[config.mk]
export PLATFORM = sky130hd
export DESIGN_NAME = id_ex_fwd_stage
export DESIGN_NICKNAME = d
export VERILOG_FILES = /design/src/rtl/id_ex_fwd_stage_pkg.sv /design/src/rtl/id_ex_fwd_stage_fwd_sel_calc.sv /design/src/rtl/id_ex_fwd_stage.sv
export SDC_FILE = /design/constraint.sdc
export NUM_CORES = 1
export LEC_CHECK = 0
export ABC_AREA = 0
export CORE_AREA = 2 2 157 159
export DETAILED_ROUTE_END_ITERATION = 10
export DIE_AREA = 0 0 159 161
export MAX_ROUTING_LAYER = met4
export PLACE_DENSITY_LB_ADDON = 0.08
export SETUP_SLACK_MARGIN = 0.5
export SKIP_CTS_REPAIR_TIMING = 1
export SLEW_MARGIN = 10
export SYNTH_ARGS = -nofsm -noshare
export SYNTH_HDL_FRONTEND = slang
export SYNTH_HIERARCHICAL = 1
export SYNTH_SLANG_ARGS = --single-unit
[constraint.sdc]
create_clock -name clk_i -period 13.5 [get_ports clk_i]
set_clock_uncertainty 0.15 [all_clocks]
set_input_delay 3.375 -clock clk_i [delete_from_list [all_inputs] [get_ports clk_i]]
set_output_delay 3.375 -clock clk_i [all_outputs]
set_load 0.02 [all_outputs]
[src/rtl/id_ex_fwd_stage_pkg.sv]
// Shared constants for the ID/EX pipeline register and its forwarding-select logic.
// Select encodings drive the EX-stage 3:1 operand muxes directly.
package id_ex_fwd_stage_pkg;
   localparam logic [1:0] FWD_REG        = 2'b00;
   localparam logic [1:0] FWD_WB         = 2'b01;
   localparam logic [1:0] FWD_MEM        = 2'b10;
   localparam logic [4:0] REG_ZERO       = 5'd0;
   localparam int         CTRL_W_DEFAULT = 16;
endpackage

[src/rtl/id_ex_fwd_stage_fwd_sel_calc.sv]
// Per-operand forwarding priority: EX producer beats MEM producer beats same-cycle WB write.
// The WB case keeps the register-operand select and asks the caller to capture wb data instead.
module id_ex_fwd_stage_fwd_sel_calc
   import id_ex_fwd_stage_pkg::*;
(
   input  logic [4:0] rs_i,
   input  logic       uses_i,
   input  logic       ex_valid_i,
   input  logic       ex_reg_write_i,
   input  logic [4:0] ex_rd_i,
   input  logic       mem_reg_write_i,
   input  logic [4:0] mem_rd_i,
   input  logic       wb_reg_write_i,
   input  logic [4:0] wb_rd_i,
   output logic [1:0] sel_o,
   output logic       wb_bypass_o
);
   always_comb begin
      sel_o       = FWD_REG;
      wb_bypass_o = 1'b0;
      if (rs_i != REG_ZERO && uses_i) begin
         if (ex_valid_i && ex_reg_write_i && ex_rd_i == rs_i) begin
            sel_o = FWD_MEM;
         end else if (mem_reg_write_i && mem_rd_i == rs_i) begin
            sel_o = FWD_WB;
         end else if (wb_reg_write_i && wb_rd_i == rs_i) begin
            wb_bypass_o = 1'b1;
         end
      end
   end
endmodule

[src/rtl/id_ex_fwd_stage.sv]
// ID/EX pipeline register with registered forwarding selects, load-use detection and
// bubble insertion; the whole stage freezes on a global stall.
module id_ex_fwd_stage
   import id_ex_fwd_stage_pkg::*;
#(
   parameter int CTRL_W = CTRL_W_DEFAULT,
   parameter int XLEN   = 32
) (
   input  logic              clk_i,
   input  logic              rst_i,
   input  logic              stall_i,
   input  logic              flush_i,
   input  logic              id_valid_i,
   input  logic [XLEN-1:0]   id_pc_i,
   input  logic [4:0]        id_rs1_i,
   input  logic [4:0]        id_rs2_i,
   input  logic [4:0]        id_rd_i,
   input  logic              id_uses_rs1_i,
   input  logic              id_uses_rs2_i,
   input  logic [XLEN-1:0]   id_rs1_data_i,
   input  logic [XLEN-1:0]   id_rs2_data_i,
   input  logic [XLEN-1:0]   id_imm_i,
   input  logic [CTRL_W-1:0] id_ctrl_i,
   input  logic              id_reg_write_i,
   input  logic              id_mem_read_i,
   input  logic [4:0]        mem_rd_i,
   input  logic              mem_reg_write_i,
   input  logic [4:0]        wb_rd_i,
   input  logic              wb_reg_write_i,
   input  logic [XLEN-1:0]   wb_data_i,
   output logic              ex_valid_o,
   output logic              ex_reg_write_o,
   output logic              ex_mem_read_o,
   output logic [XLEN-1:0]   ex_pc_o,
   output logic [XLEN-1:0]   ex_imm_o,
   output logic [XLEN-1:0]   ex_rs1_data_o,
   output logic [XLEN-1:0]   ex_rs2_data_o,
   output logic [4:0]        ex_rs1_o,
   output logic [4:0]        ex_rs2_o,
   output logic [4:0]        ex_rd_o,
   output logic [CTRL_W-1:0] ex_ctrl_o,
   output logic [1:0]        fwd_a_sel_o,
   output logic [1:0]        fwd_b_sel_o,
   output logic              load_use_stall_o,
   output logic [31:0]       bubble_cnt_o
);
   logic              r_valid, r_reg_write, r_mem_read;
   logic [XLEN-1:0]   r_pc, r_imm, r_rs1_data, r_rs2_data;
   logic [4:0]        r_rs1, r_rs2, r_rd;
   logic [CTRL_W-1:0] r_ctrl;
   logic [1:0]        r_fwd_a, r_fwd_b;
   logic [31:0]       r_bubble_cnt;

   logic [1:0] w_a_sel, w_b_sel;
   logic       w_a_byp, w_b_byp;
   logic       w_load_use;

   // A load in EX cannot forward until it reaches MEM, so a dependent ID instruction waits one cycle.
   assign w_load_use = r_valid & r_mem_read & (r_rd != REG_ZERO) &
                       ((id_uses_rs1_i & (id_rs1_i == r_rd)) |
                        (id_uses_rs2_i & (id_rs2_i == r_rd))) &
                       id_valid_i & ~flush_i;

   id_ex_fwd_stage_fwd_sel_calc u_fwd_a (
      .rs_i            (id_rs1_i),
      .uses_i          (id_uses_rs1_i),
      .ex_valid_i      (r_valid),
      .ex_reg_write_i  (r_reg_write),
      .ex_rd_i         (r_rd),
      .mem_reg_write_i (mem_reg_write_i),
      .mem_rd_i        (mem_rd_i),
      .wb_reg_write_i  (wb_reg_write_i),
      .wb_rd_i         (wb_rd_i),
      .sel_o           (w_a_sel),
      .wb_bypass_o     (w_a_byp)
   );

   id_ex_fwd_stage_fwd_sel_calc u_fwd_b (
      .rs_i            (id_rs2_i),
      .uses_i          (id_uses_rs2_i),
      .ex_valid_i      (r_valid),
      .ex_reg_write_i  (r_reg_write),
      .ex_rd_i         (r_rd),
      .mem_reg_write_i (mem_reg_write_i),
      .mem_rd_i        (mem_rd_i),
      .wb_reg_write_i  (wb_reg_write_i),
      .wb_rd_i         (wb_rd_i),
      .sel_o           (w_b_sel),
      .wb_bypass_o     (w_b_byp)
   );

   always_ff @(posedge clk_i or posedge rst_i) begin
      if (rst_i) begin
         r_valid      <= 1'b0;
         r_reg_write  <= 1'b0;
         r_mem_read   <= 1'b0;
         r_pc         <= '0;
         r_imm        <= '0;
         r_rs1_data   <= '0;
         r_rs2_data   <= '0;
         r_rs1        <= REG_ZERO;
         r_rs2        <= REG_ZERO;
         r_rd         <= REG_ZERO;
         r_ctrl       <= '0;
         r_fwd_a      <= FWD_REG;
         r_fwd_b      <= FWD_REG;
         r_bubble_cnt <= '0;
      end else if (!stall_i) begin
         if (flush_i || w_load_use) begin
            // Bubble: only the fields that can cause side effects are cleared; datapath fields hold.
            r_valid      <= 1'b0;
            r_reg_write  <= 1'b0;
            r_mem_read   <= 1'b0;
            r_ctrl       <= '0;
            r_fwd_a      <= FWD_REG;
            r_fwd_b      <= FWD_REG;
            r_bubble_cnt <= r_bubble_cnt + 32'd1;
         end else begin
            r_valid     <= id_valid_i;
            r_reg_write <= id_valid_i & id_reg_write_i;
            r_mem_read  <= id_valid_i & id_mem_read_i;
            r_pc        <= id_pc_i;
            r_imm       <= id_imm_i;
            r_rs1_data  <= w_a_byp ? wb_data_i : id_rs1_data_i;
            r_rs2_data  <= w_b_byp ? wb_data_i : id_rs2_data_i;
            r_rs1       <= id_rs1_i;
            r_rs2       <= id_rs2_i;
            r_rd        <= id_rd_i;
            r_ctrl      <= id_ctrl_i;
            r_fwd_a     <= w_a_sel;
            r_fwd_b     <= w_b_sel;
         end
      end
   end

   assign ex_valid_o       = r_valid;
   assign ex_reg_write_o   = r_reg_write;
   assign ex_mem_read_o    = r_mem_read;
   assign ex_pc_o          = r_pc;
   assign ex_imm_o         = r_imm;
   assign ex_rs1_data_o    = r_rs1_data;
   assign ex_rs2_data_o    = r_rs2_data;
   assign ex_rs1_o         = r_rs1;
   assign ex_rs2_o         = r_rs2;
   assign ex_rd_o          = r_rd;
   assign ex_ctrl_o        = r_ctrl;
   assign fwd_a_sel_o      = r_fwd_a;
   assign fwd_b_sel_o      = r_fwd_b;
   assign load_use_stall_o = w_load_use;
   assign bubble_cnt_o     = r_bubble_cnt;
endmodule

======== Word-level counts from Yosys, hierarchy flattened ========
Cells that the tools add are included.
word-level totals
  register bits after elaboration ......... 198
  bits of input ports ..................... 212
  output and inout bits ................... 199
  logic and storage cells ................. 73
cells by class
  $add $sub $neg .......................... 1
  eq/ne operators ......................... 8
  muxes and demuxes ....................... 22
  bitwise operators ....................... 13
  reductions and logical operators ........ 15
operators by type and width
  kind                                                             count
  32-bit two-way mux                                               2
  5-bit == test                                                    8
  32-bit by 1-bit adder with 32-bit output, second input constant  1
  16-bit two-way mux                                               1
  5-bit nonzero test                                               3
  1-bit two-way mux                                                13
  2-bit two-way mux                                                6
  1-bit AND                                                        9
  1-bit logical AND                                                9
  2-bit AND reduction                                              2
  1-bit inverter                                                   3
  1-bit logical OR                                                 1
  1-bit bitwise OR                                                 1

======== Longest topological paths before layout ========
Gate-level depths: netlist of the first run.
  depth after elaboration ................. 9
  depth in mapped cells ................... 8
  mapped depth without buffers ............ 7

======== Modules after synthesis ========
The synthesis of the first run kept the hierarchy.
modules (own cells, without submodules)
  module                        instances  cells each  area an instance (um^2)  seq. area each (um^2)
  id_ex_fwd_stage               1          710         8485.6                   4954.8
  id_ex_fwd_stage_fwd_sel_calc  2          29          221.5                    0.0

======== Worst setup path after synthesis of the first run ========
OpenSTA, ideal clock, no wires.
  kind .................................... input-to-output
  start ................................... input id_rs2_i[0]
  end ..................................... output load_use_stall_o
  arrival time ............................ 4.218 ns
  data required time ...................... 9.975 ns
  slack ................................... 5.757 ns
  stages .................................. 5
  buffers on the path ..................... 0
  path through ............................ xnor2_1 -> nand4_1 -> o22ai_1 -> nand2_1 -> nor2_1
between the ends
  cells in the longest elaborated chain, start to end .. 6
ends and longest elaborated chain
  element           line                   text
  start, declared   id_ex_fwd_stage.sv:16  input logic [4:0] id_rs2_i,
  5-bit == test     id_ex_fwd_stage.sv:61  (id_uses_rs2_i & (id_rs2_i == r_rd))) &
  1-bit AND         id_ex_fwd_stage.sv:61
  1-bit bitwise OR  id_ex_fwd_stage.sv:60  ((id_uses_rs1_i & (id_rs1_i == r_rd)) |
  1-bit AND         id_ex_fwd_stage.sv:59  assign w_load_use = r_valid & r_mem_read & (r_rd != REG_ZERO) &
  1-bit AND         id_ex_fwd_stage.sv:61
  1-bit AND         id_ex_fwd_stage.sv:62  id_valid_i & ~flush_i;
  end, declared     id_ex_fwd_stage.sv:44  output logic load_use_stall_o,
Every way passes these cells.

======== Final worst setup path of the first run ========
  start ................................... input id_rs2_i[3]
  end ..................................... output load_use_stall_o
The elaborated chain is that of the path after synthesis.

==> results of run 1 <==
-- cells in the mapped netlist (2+ instances only) --
master    number  area [µm²]
nor4_1        12        75.1
xor2_1        57         499
nor4b_1        2        17.5
nor3b_1        4        30.0
nand3_1       12        60.1
mux2i_1       64         641
nor4_2         7        87.6
a21oi_1       68         340
nand2_1       64         240
mux2_2        80         901
and4bb_2       2        25.0
xnor2_1       14         123
nor2_1        74         278
or4_4          2        22.5
buf_1          2        7.51
nand4_1        4        25.0
and3_1         5        31.3
o21ai_2        2        17.5
nand3b_1       3        22.5
o21ai_0       23         115
clkbuf_1      17        63.8
buf_2         24         120
or3_1          2        12.5
nor3_1         9        45.0
inv_1          2        7.51
dfrtp_1      198        4950
and2_1         2        12.5
-- area by class of cell --
type | instances | area [µm²] | share of cell area, %
clock inverters | 13 | 138 | 0.990
inverters | 2 | 15.0 | 0.108
flip-flops and latches | 198 | 4950 | 35.6
well taps | 324 | 405 | 2.92
diodes | 2 | 5.00 | 0.0360
repair buffers | 416 | 4160 | 29.9
clock buffers | 19 | 433 | 3.11
multi-input cells | 524 | 3790 | 27.3
-- sequential cells by signal (all words and copies together), names as in the netlist --
| name | cells |
|---|---|
| bubble_cnt_o | 32 |
| ex_ctrl_o | 16 |
| ex_imm_o | 32 |
| ex_mem_read_o | 1 |
| ex_pc_o | 32 |
| ex_rd_o | 5 |
| ex_reg_write_o | 1 |
| ex_rs1_data_o | 32 |
| ex_rs1_o | 5 |
| ex_rs2_data_o | 32 |
| ex_rs2_o | 5 |
| ex_valid_o | 1 |
| fwd_a_sel_o | 2 |
| fwd_b_sel_o | 2 |
-- metal layers --
metal  vias up  wire (µm)
met5         -          0
met4         0        618
met2       257      14100
met1      3461      11400
met3        36       1860
li1       3443          -
-- worst min path at each step --
| stage | from | end | slack, ns | cells after the start |
|---|---|---|---|---|
| final | bubble_cnt_o[31]$_DFFE_PP0P_ | bubble_cnt_o[31]$_DFFE_PP0P_ | 0.32 | 1 |
| after global routing | bubble_cnt_o[31]$_DFFE_PP0P_ | bubble_cnt_o[31]$_DFFE_PP0P_ | 0.34 | 1 |
| after CTS | bubble_cnt_o[31]$_DFFE_PP0P_ | bubble_cnt_o[31]$_DFFE_PP0P_ | 0.32 | 1 |
| after detailed placement | bubble_cnt_o[31]$_DFFE_PP0P_ | bubble_cnt_o[31]$_DFFE_PP0P_ | 0.31 | 1 |
| after global placement | bubble_cnt_o[31]$_DFFE_PP0P_ | bubble_cnt_o[31]$_DFFE_PP0P_ | 0.31 | 1 |
| after floorplan | bubble_cnt_o[31]$_DFFE_PP0P_ | bubble_cnt_o[31]$_DFFE_PP0P_ | 0.43 | 1 |
-- metrics by stage --
step / std cells / hold slack [ns] / power [mW] / worst slack (ns)
4_1_cts: 1496 / 0.322 / 1.72 / 4.13
6_report: 1498 / 0.321 / 1.70 / 4.16
3_5_place_dp: 1464 / 0.307 / 1.21 / 4.14
5_1_grt: 1498 / 0.344 / 1.78 / 4.07
3_3_place_gp: 1464 / 0.306 / 1.20 / 4.14
2_1_floorplan: 768 / 0.428 / 0.938 / 4.58
-- cells by family after synthesis --
| family | Yosys count | synth area share [%] |
|---|---|---|
| adders and majority gates | 1 | 0.140 |
| DFF | 198 | 55.5 |
| muxes | 144 | 17.3 |
| AOI/OAI and AO/OA | 95 | 5.51 |
| xor gates and xnor gates | 71 | 6.96 |
| and+or+nand+nor | 213 | 12.3 |
| buffers and inverters | 46 | 2.35 |
-- power by group through the flow --
stage	logic, mW	clock network, mW	registers [mW]
6_report	0.469	0.506	0.722
5_1_grt	0.500	0.544	0.734
4_1_cts	0.475	0.521	0.724
3_5_place_dp	0.473	0	0.734
3_3_place_gp	0.472	0	0.731
2_1_floorplan	0.118	0	0.820
==> out/qor.txt, run 1 <==
Reg2Reg Capture Point: ex_pc_o[30]$_DFFE_PP0P_
EDFF count, synth: 0
utilization after layout: 58.0%
Lkg Pwr: 5.54 nW
R2R Setup Slk: 10.56 ns
crit path DAT: 5.81 ns
layout cells sized above 1: 12.1%
Final Setup Violations: 0
synthesized cell area: 0.00893 mm²
CP endpoint kind: primary output
CP endpoint: load_use_stall_o
Final Hold Viols: 0
Max IR drop VDD: 0.0859 mV
First DRT Iteration DRCs: 346
Clk pwr share: 29.8%
CP Cell Sequence: clkdlybuf4s50_1 > xnor2_1 > nand4_1 > o22ai_1 > nand2_1 > nor2_1 > clkdlybuf4s50_1
commonest non-fill, non-tap cell in the layout: clkdlybuf4s50_1
root buffer cell: clkbuf_16
Worst slew margin: 28.4%
Top Family by Delay on Critical Path: buffers and inverters
commonest cells after routing, fill and taps aside: clkdlybuf4s50_1, dfrtp_1, mux2_2
busiest grt layer: met2
CTS buffer count: 17
reg2reg path depth: 5
Syn Inst Count: 768
met2 Usage GRT: 38.2%
Sequential Power Share: 42.6%
type of the worst setup path: input port to primary output
GRT met1 Usage: 26.2%
fin nets: 1372
H-tree Lvls: 4
switching pwr: 0.524 mW
Die ar.: 0.0256 mm²
Vias: 7197
worst r2r src: ex_rd_o[2]$_DFFE_PP0P_
Primary FF master, synth: dfrtp_1
clock transition at the registers of the reported paths: 0.08 ns
logic gate share of total power: 27.6%
Worst-Skew Late Latency: 0.43 ns
wire length per cell: 18.7 µm
register area share after synthesis: 55.5%
ANT nets after route: 0
type of the worst min-delay path: flip-flop to flip-flop
highest cell delay on the worst timing path: 0.75 ns
FFs w/ async S/R, synth: 100%
Synth Register Bits: 198
number of global-route vias before repair: 7671
crit-path most repeated cell: clkdlybuf4s50_1
DRC Markers: 0
die span in x: 159 µm
IO Pins: 411
total wire length: 28000 µm
max_cap viols: 0
CP max-delay cell: clkdlybuf4s50_1
fill cell count: 2147
synth warn: 6
Final Slew Violations: 0
minimum clock period: 9.34 ns
Die Ht: 161 µm
Initial DRT Pass Iterations: 5
detailed placer's ending HPWL: 20400 µm
core area: 0.0240 mm²
crit path launch: id_rs2_i[3]
internal power: 1.17 mW
Worst Path Buf+Inv: 2
met3 global-route usage: 6.09%
status: finished clean
sw frac: 30.8%
aggregate global-route resource usage: 22.5%
Cell Pwr Density: 122 mW/mm²
row count: 57
Worst Tran Pin Value: 1.07 ns
GR Overflow Total: 0
Highest Clock Rate: 107 MHz
crit path max fanout: 6
antenna violations before repair: 2
CTS Sinks: 198
syn_nets: 981
Starting Density: 37.3%
worst endpoint required time: 9.97 ns
GPL Wtd Cong: 0.806
CTS Buffer Depth: 2
CTS tree: done
synthesized area per cell: 11.6 µm²
synth unique cells: 40
startpoint class of the critical path: input port
share of the clock period used by the worst path: 69.2%
first-pass GRT wire length: 43600 µm
Final Cell Area: 0.0139 mm²
Levels on crit path: 7
Via density: 4.80
IO buf count: 410
largest net degree at the start of global routing: 208
Placed Instance Area: 0.0133 mm²
RSZ-0062 raised after global routing: false
TNS Setup: 0 ns
synth-to-layout area growth: 55.7%
No activity file was read; power rests on OpenSTA's default activity.
==> run 2, diff against run 1 <==
CORE_AREA = 2 2 158 160   (was 2 2 157 159)
DIE_AREA = 0 0 160 162   (was 0 0 159 161)
clock period = 9.7 ns   (was 13.5 ns; I/O delays follow)
==> out/qor.txt, run 2 (synthesized netlist as in run 1, its figures left out) <==
Worst slew margin: 25.5%
number of global-route vias before repair: 7352
logic gate share of total power: 27.2%
RSZ-0062 raised after global routing: false
type of the worst min-delay path: flip-flop to flip-flop
fin nets: 1372
Hold Slack: 0.322 ns
crit path max fanout: 6
crit path DAT: 4.77 ns
highest cell delay on the worst timing path: 0.69 ns
startpoint class of the critical path: input port
synth-to-layout area growth: 56.0%
first-pass GRT wire length: 43000 µm
Die ar.: 0.0259 mm²
CP endpoint kind: primary output
Via density: 4.82
Top Family by Delay on Critical Path: buffers and inverters
DRC Markers: 0
Initial DRT Pass Iterations: 4
Highest Clock Rate: 136 MHz
layout cells sized above 1: 12.2%
crit path launch: id_rs2_i[3]
hold path start: bubble_cnt_o[31]$_DFFE_PP0P_
largest net degree at the start of global routing: 208
commonest non-fill, non-tap cell in the layout: clkdlybuf4s50_1
detailed placer's ending HPWL: 20400 µm
core area: 0.0241 mm²
IO buf count: 410
placed instance count: 1464
root buffer cell: clkbuf_16
TNS Setup: 0 ns
CTS Buffer Depth: 2
sw frac: 30.5%
clock transition at the registers of the reported paths: 0.07 ns
Starting Density: 37.0%
type of the worst setup path: input port to primary output
GPL Wtd Cong: 0.822
switching pwr: 0.732 mW
die span in x: 160 µm
Vias: 7208
row count: 57
Final Slew Violations: 0
aggregate global-route resource usage: 22.1%
Worst Tran Pin Value: 1.12 ns
antenna violations before repair: 0
Final Setup Violations: 0
crit-path most repeated cell: clkdlybuf4s50_1
total wire length: 28100 µm
Sequential Power Share: 42.0%
n_diodes: 0
internal power: 1.67 mW
Cell Pwr Density: 172 mW/mm²
H-tree Lvls: 4
CTS tree: done
minimum clock period: 7.34 ns
Worst Path Buf+Inv: 2
CP max-delay cell: clkdlybuf4s50_1
CTS Sinks: 198
Final Hold Viols: 0
status: finished clean
Worst-Skew Late Latency: 0.43 ns
First DRT Iteration DRCs: 399
share of the clock period used by the worst path: 75.7%
worst r2r src: ex_rd_o[3]$_DFFE_PP0P_
GR Overflow Total: 0
Max IR drop VDD: 0.0996 mV
ANT nets after route: 0
Lkg Pwr: 5.56 nW
wire length per cell: 18.8 µm
Die Ht: 162 µm
max_cap viols: 0
Clk pwr share: 30.8%
CTS buffer count: 17
CP Cell Sequence: clkdlybuf4s50_1 > xnor2_1 > nand4_1 > o22ai_1 > nand2_1 > nor2_1 > clkdlybuf4s50_1
commonest cells after routing, fill and taps aside: clkdlybuf4s50_1, dfrtp_1, mux2_2
IO Pins: 411
worst endpoint required time: 7.13 ns
Cell Count, Final, Fillers Out: 1496
==> run 2: cell count changes in the layout (fill, tap and decap cells not counted) <==
cell | before | now
inv_8 | 4 | 2
clkbuf_8 | 0 | 1
bufinv_16 | 1 | 2
inv_6 | 3 | 4
clkbuf_1 | 2 | 1
diode_2 | 2 | 0
clkinvlp_4 | 1 | 0
clkinv_8 | 0 | 1
==> run 2: final cells by class <==
cell class | instances | area (µm²)
Timing Repair Buffer | 416 | 4160
Inverter | 2 | 15.0
Fill cell | 2134 | 10200
Sequential cell | 198 | 4950
Clock buffer | 19 | 443
Multi-Input combinational cell | 524 | 3790
Tap cell | 324 | 405
Clock inverter | 13 | 163
==> run 2: path summary, 6_finish.rpt <==
check / slack [ns] / end / depth (start not counted)
worst max-delay path: 2.36 / load_use_stall_o / 7
worst min-delay path: 0.32 / bubble_cnt_o[31]$_DFFE_PP0P_ / 1
worst max register to register: 6.58 / ex_rs2_o[2]$_DFFE_PP0P_ / 5
worst min register to register: 0.32 / bubble_cnt_o[31]$_DFFE_PP0P_ / 1
max in group asynchronous: 5.39 / ex_rs2_o[4]$_DFFE_PP0P_ / 3
min in group asynchronous: 2.38 / ex_rs2_data_o[1]$_DFFE_PP0P_ / 2
==> run 2: metrics by stage <==
step | cell area (µm²) | setup WS [ns] | power, mW | util (%)
after floorplan | 8930 | 1.73 | 1.31 | -
after global routing | 13900 | 2.22 | 2.51 | 57.8
after detailed placement | 13300 | 2.32 | 1.68 | 55.3
after global placement | 13300 | 2.32 | 1.68 | 55.3
final | 13900 | 2.36 | 2.40 | 57.8
after CTS | 13900 | 2.31 | 2.43 | 57.8
==> run 2: metal layers <==
layer	vias up	wire length [µm]	GRT usage (%)
li1	3450	-	-
met1	3458	11500	26.3
met2	269	14200	36.9
met3	31	2010	6.84
met4	0	488	5.65
met5	-	0	-
==> run 2: power groups by stage <==
stage	Clock, mW	Combinational [mW]	Sequential (mW)
4_1_cts	0.761	0.661	1.01
6_report	0.739	0.652	1.01
2_1_floorplan	0	0.164	1.14
3_5_place_dp	0	0.658	1.02
5_1_grt	0.797	0.693	1.02
3_3_place_gp	0	0.657	1.02
==> run 3, diff against run 2 <==
CORE_AREA = 2 2 161 163   (was 2 2 158 160)
DIE_AREA = 0 0 163 165   (was 0 0 160 162)
clock period = 6.43 ns   (was 9.7 ns; I/O delays follow)
==> out/qor.txt, run 3 (synthesized netlist as in run 1, its figures left out) <==
total power: 3.68 mW
Vias: 7205
placed instance count: 1474
GRT met1 Usage: 24.7%
row count: 58
max_cap viols: 0
met2 Usage GRT: 36.3%
met3 global-route usage: 6.18%
Final Hold Viols: 0
Placed Instance Area: 0.0134 mm²
die span in x: 163 µm
minimum clock period: 5.72 ns
Starting Density: 35.7%
type of the worst min-delay path: flip-flop to flip-flop
core area: 0.0250 mm²
First DRT Iteration DRCs: 402
crit path DAT: 3.96 ns
CP endpoint kind: primary output
startpoint class of the critical path: input port
antenna violations before repair: 3
H-tree Lvls: 4
Final Slew Violations: 0
Max IR drop VDD: 0.133 mV
crit-path most repeated cell: clkdlybuf4s50_1
Final Setup Violations: 0
worst endpoint required time: 4.67 ns
wire length per cell: 18.7 µm
RSZ-0062 raised after global routing: false
status: finished clean
type of the worst setup path: input port to primary output
clock transition at the registers of the reported paths: 0.08 ns
Worst-Skew Late Latency: 0.44 ns
DRC Markers: 0
IO Pins: 411
commonest cells after routing, fill and taps aside: clkdlybuf4s50_1, dfrtp_1, mux2_2
Via density: 4.77
Die Ht: 165 µm
CTS tree: done
Die ar.: 0.0269 mm²
CP Cell Sequence: clkdlybuf4s50_1 > xnor2_1 > nand4_1 > o22ai_1 > nand2_1 > nor2_1 > clkdlybuf4s50_1
number of global-route vias before repair: 7528
utilization after layout: 56.1%
crit path max fanout: 6
Highest Clock Rate: 175 MHz
CTS Sinks: 198
synth-to-layout area growth: 57.2%
aggregate global-route resource usage: 21.5%
GR Overflow Total: 0
GPL Wtd Cong: 0.775
IO buf count: 410
first-pass GRT wire length: 42700 µm
Cell Pwr Density: 262 mW/mm²
Initial DRT Pass Iterations: 6
TNS Setup: 0 ns
fin nets: 1376
highest cell delay on the worst timing path: 0.74 ns
Lkg Pwr: 5.60 nW
Worst Tran Pin Value: 0.690 ns
detailed placer's ending HPWL: 20900 µm
share of the clock period used by the worst path: 88.9%
busiest grt layer: met2
layout cells sized above 1: 12.6%
CTS buffer count: 17
largest net degree at the start of global routing: 115
Worst slew margin: 53.8%
CP max-delay cell: clkdlybuf4s50_1
commonest non-fill, non-tap cell in the layout: clkdlybuf4s50_1
root buffer cell: clkbuf_16
total wire length: 28300 µm
ANT nets after route: 0
Cell Count, Final, Fillers Out: 1509
CTS Buffer Depth: 2
Final Cell Area: 0.0140 mm²
-- run 3: cell count changes in the layout (fill, tap and decap cells not counted) --
cell        change
buf_12          +3
buf_4           +1
bufinv_16       +1
clkbuf_1        -1
clkbuf_8        -1
clkinv_4        -4
clkinv_8        +1
clkinvlp_4      +2
diode_2         +3
inv_6           +2
-- run 3: final cells by class --
cell class / instances / area [µm²]
Clock buffer: 17 / 425
Sequential cell: 198 / 4950
Antenna cell: 3 / 7.51
Tap cell: 330 / 413
Inverter: 2 / 11.3
Clock inverter: 15 / 210
Timing Repair Buffer: 420 / 4220
Fill cell: 2237 / 11000
Multi-Input combinational cell: 524 / 3790
-- run 3: worst max-delay path, delay by kind of cell --
family                    cells  cell delay (ns)
xor gates and xnor gates      1             0.18
buffers and inverters         2             1.38
and+or+nand+nor               3             0.32
AOI/OAI and AO/OA             1             0.46
-- run 3: per-stage QoR --
stage	hold WS (ns)	setup WS [ns]
2_1_floorplan	0.428	2.11
3_3_place_gp	0.307	0.661
3_5_place_dp	0.321	0.660
4_1_cts	0.332	0.658
5_1_grt	0.354	0.555
6_report	0.323	0.715
-- run 3: routing by layer --
| layer | part of all wire (%) | wire length [µm] | up-vias |
|---|---|---|---|
| met2 | 51 | 14500 | 250 |
| met5 | 0 | 0 | - |
| met4 | 1.6 | 444 | 0 |
| li1 | - | - | 3453 |
| met3 | 7.4 | 2090 | 24 |
| met1 | 40 | 11300 | 3478 |
-- run 3: path summary, 6_finish.rpt --
kind / start / endpoint / slack (ns) / cells after the start
min: bubble_cnt_o[31]$_DFFE_PP0P_ / bubble_cnt_o[31]$_DFFE_PP0P_ / 0.32 / 1
min in group asynchronous: rst_i / ex_pc_o[14]$_DFFE_PP0P_ / 1.56 / 3
min reg2reg: bubble_cnt_o[31]$_DFFE_PP0P_ / bubble_cnt_o[31]$_DFFE_PP0P_ / 0.32 / 1
max reg2reg: ex_rd_o[2]$_DFFE_PP0P_ / ex_rs2_o[2]$_DFFE_PP0P_ / 3.57 / 5
max in group asynchronous: rst_i / ex_ctrl_o[2]$_DFFE_PP0N_ / 3.40 / 4
max: id_rs2_i[1] / load_use_stall_o / 0.71 / 7
-- run 3: power by group --
| group | internal [mW] | switching [mW] | leakage (nW) |
|---|---|---|---|
| Combinational | 0.517 | 0.473 | 2.93 |
| Sequential | 1.40 | 0.114 | 2.36 |
| Clock | 0.633 | 0.538 | 0.309 |
| Total | 2.55 | 1.12 | 5.60 |
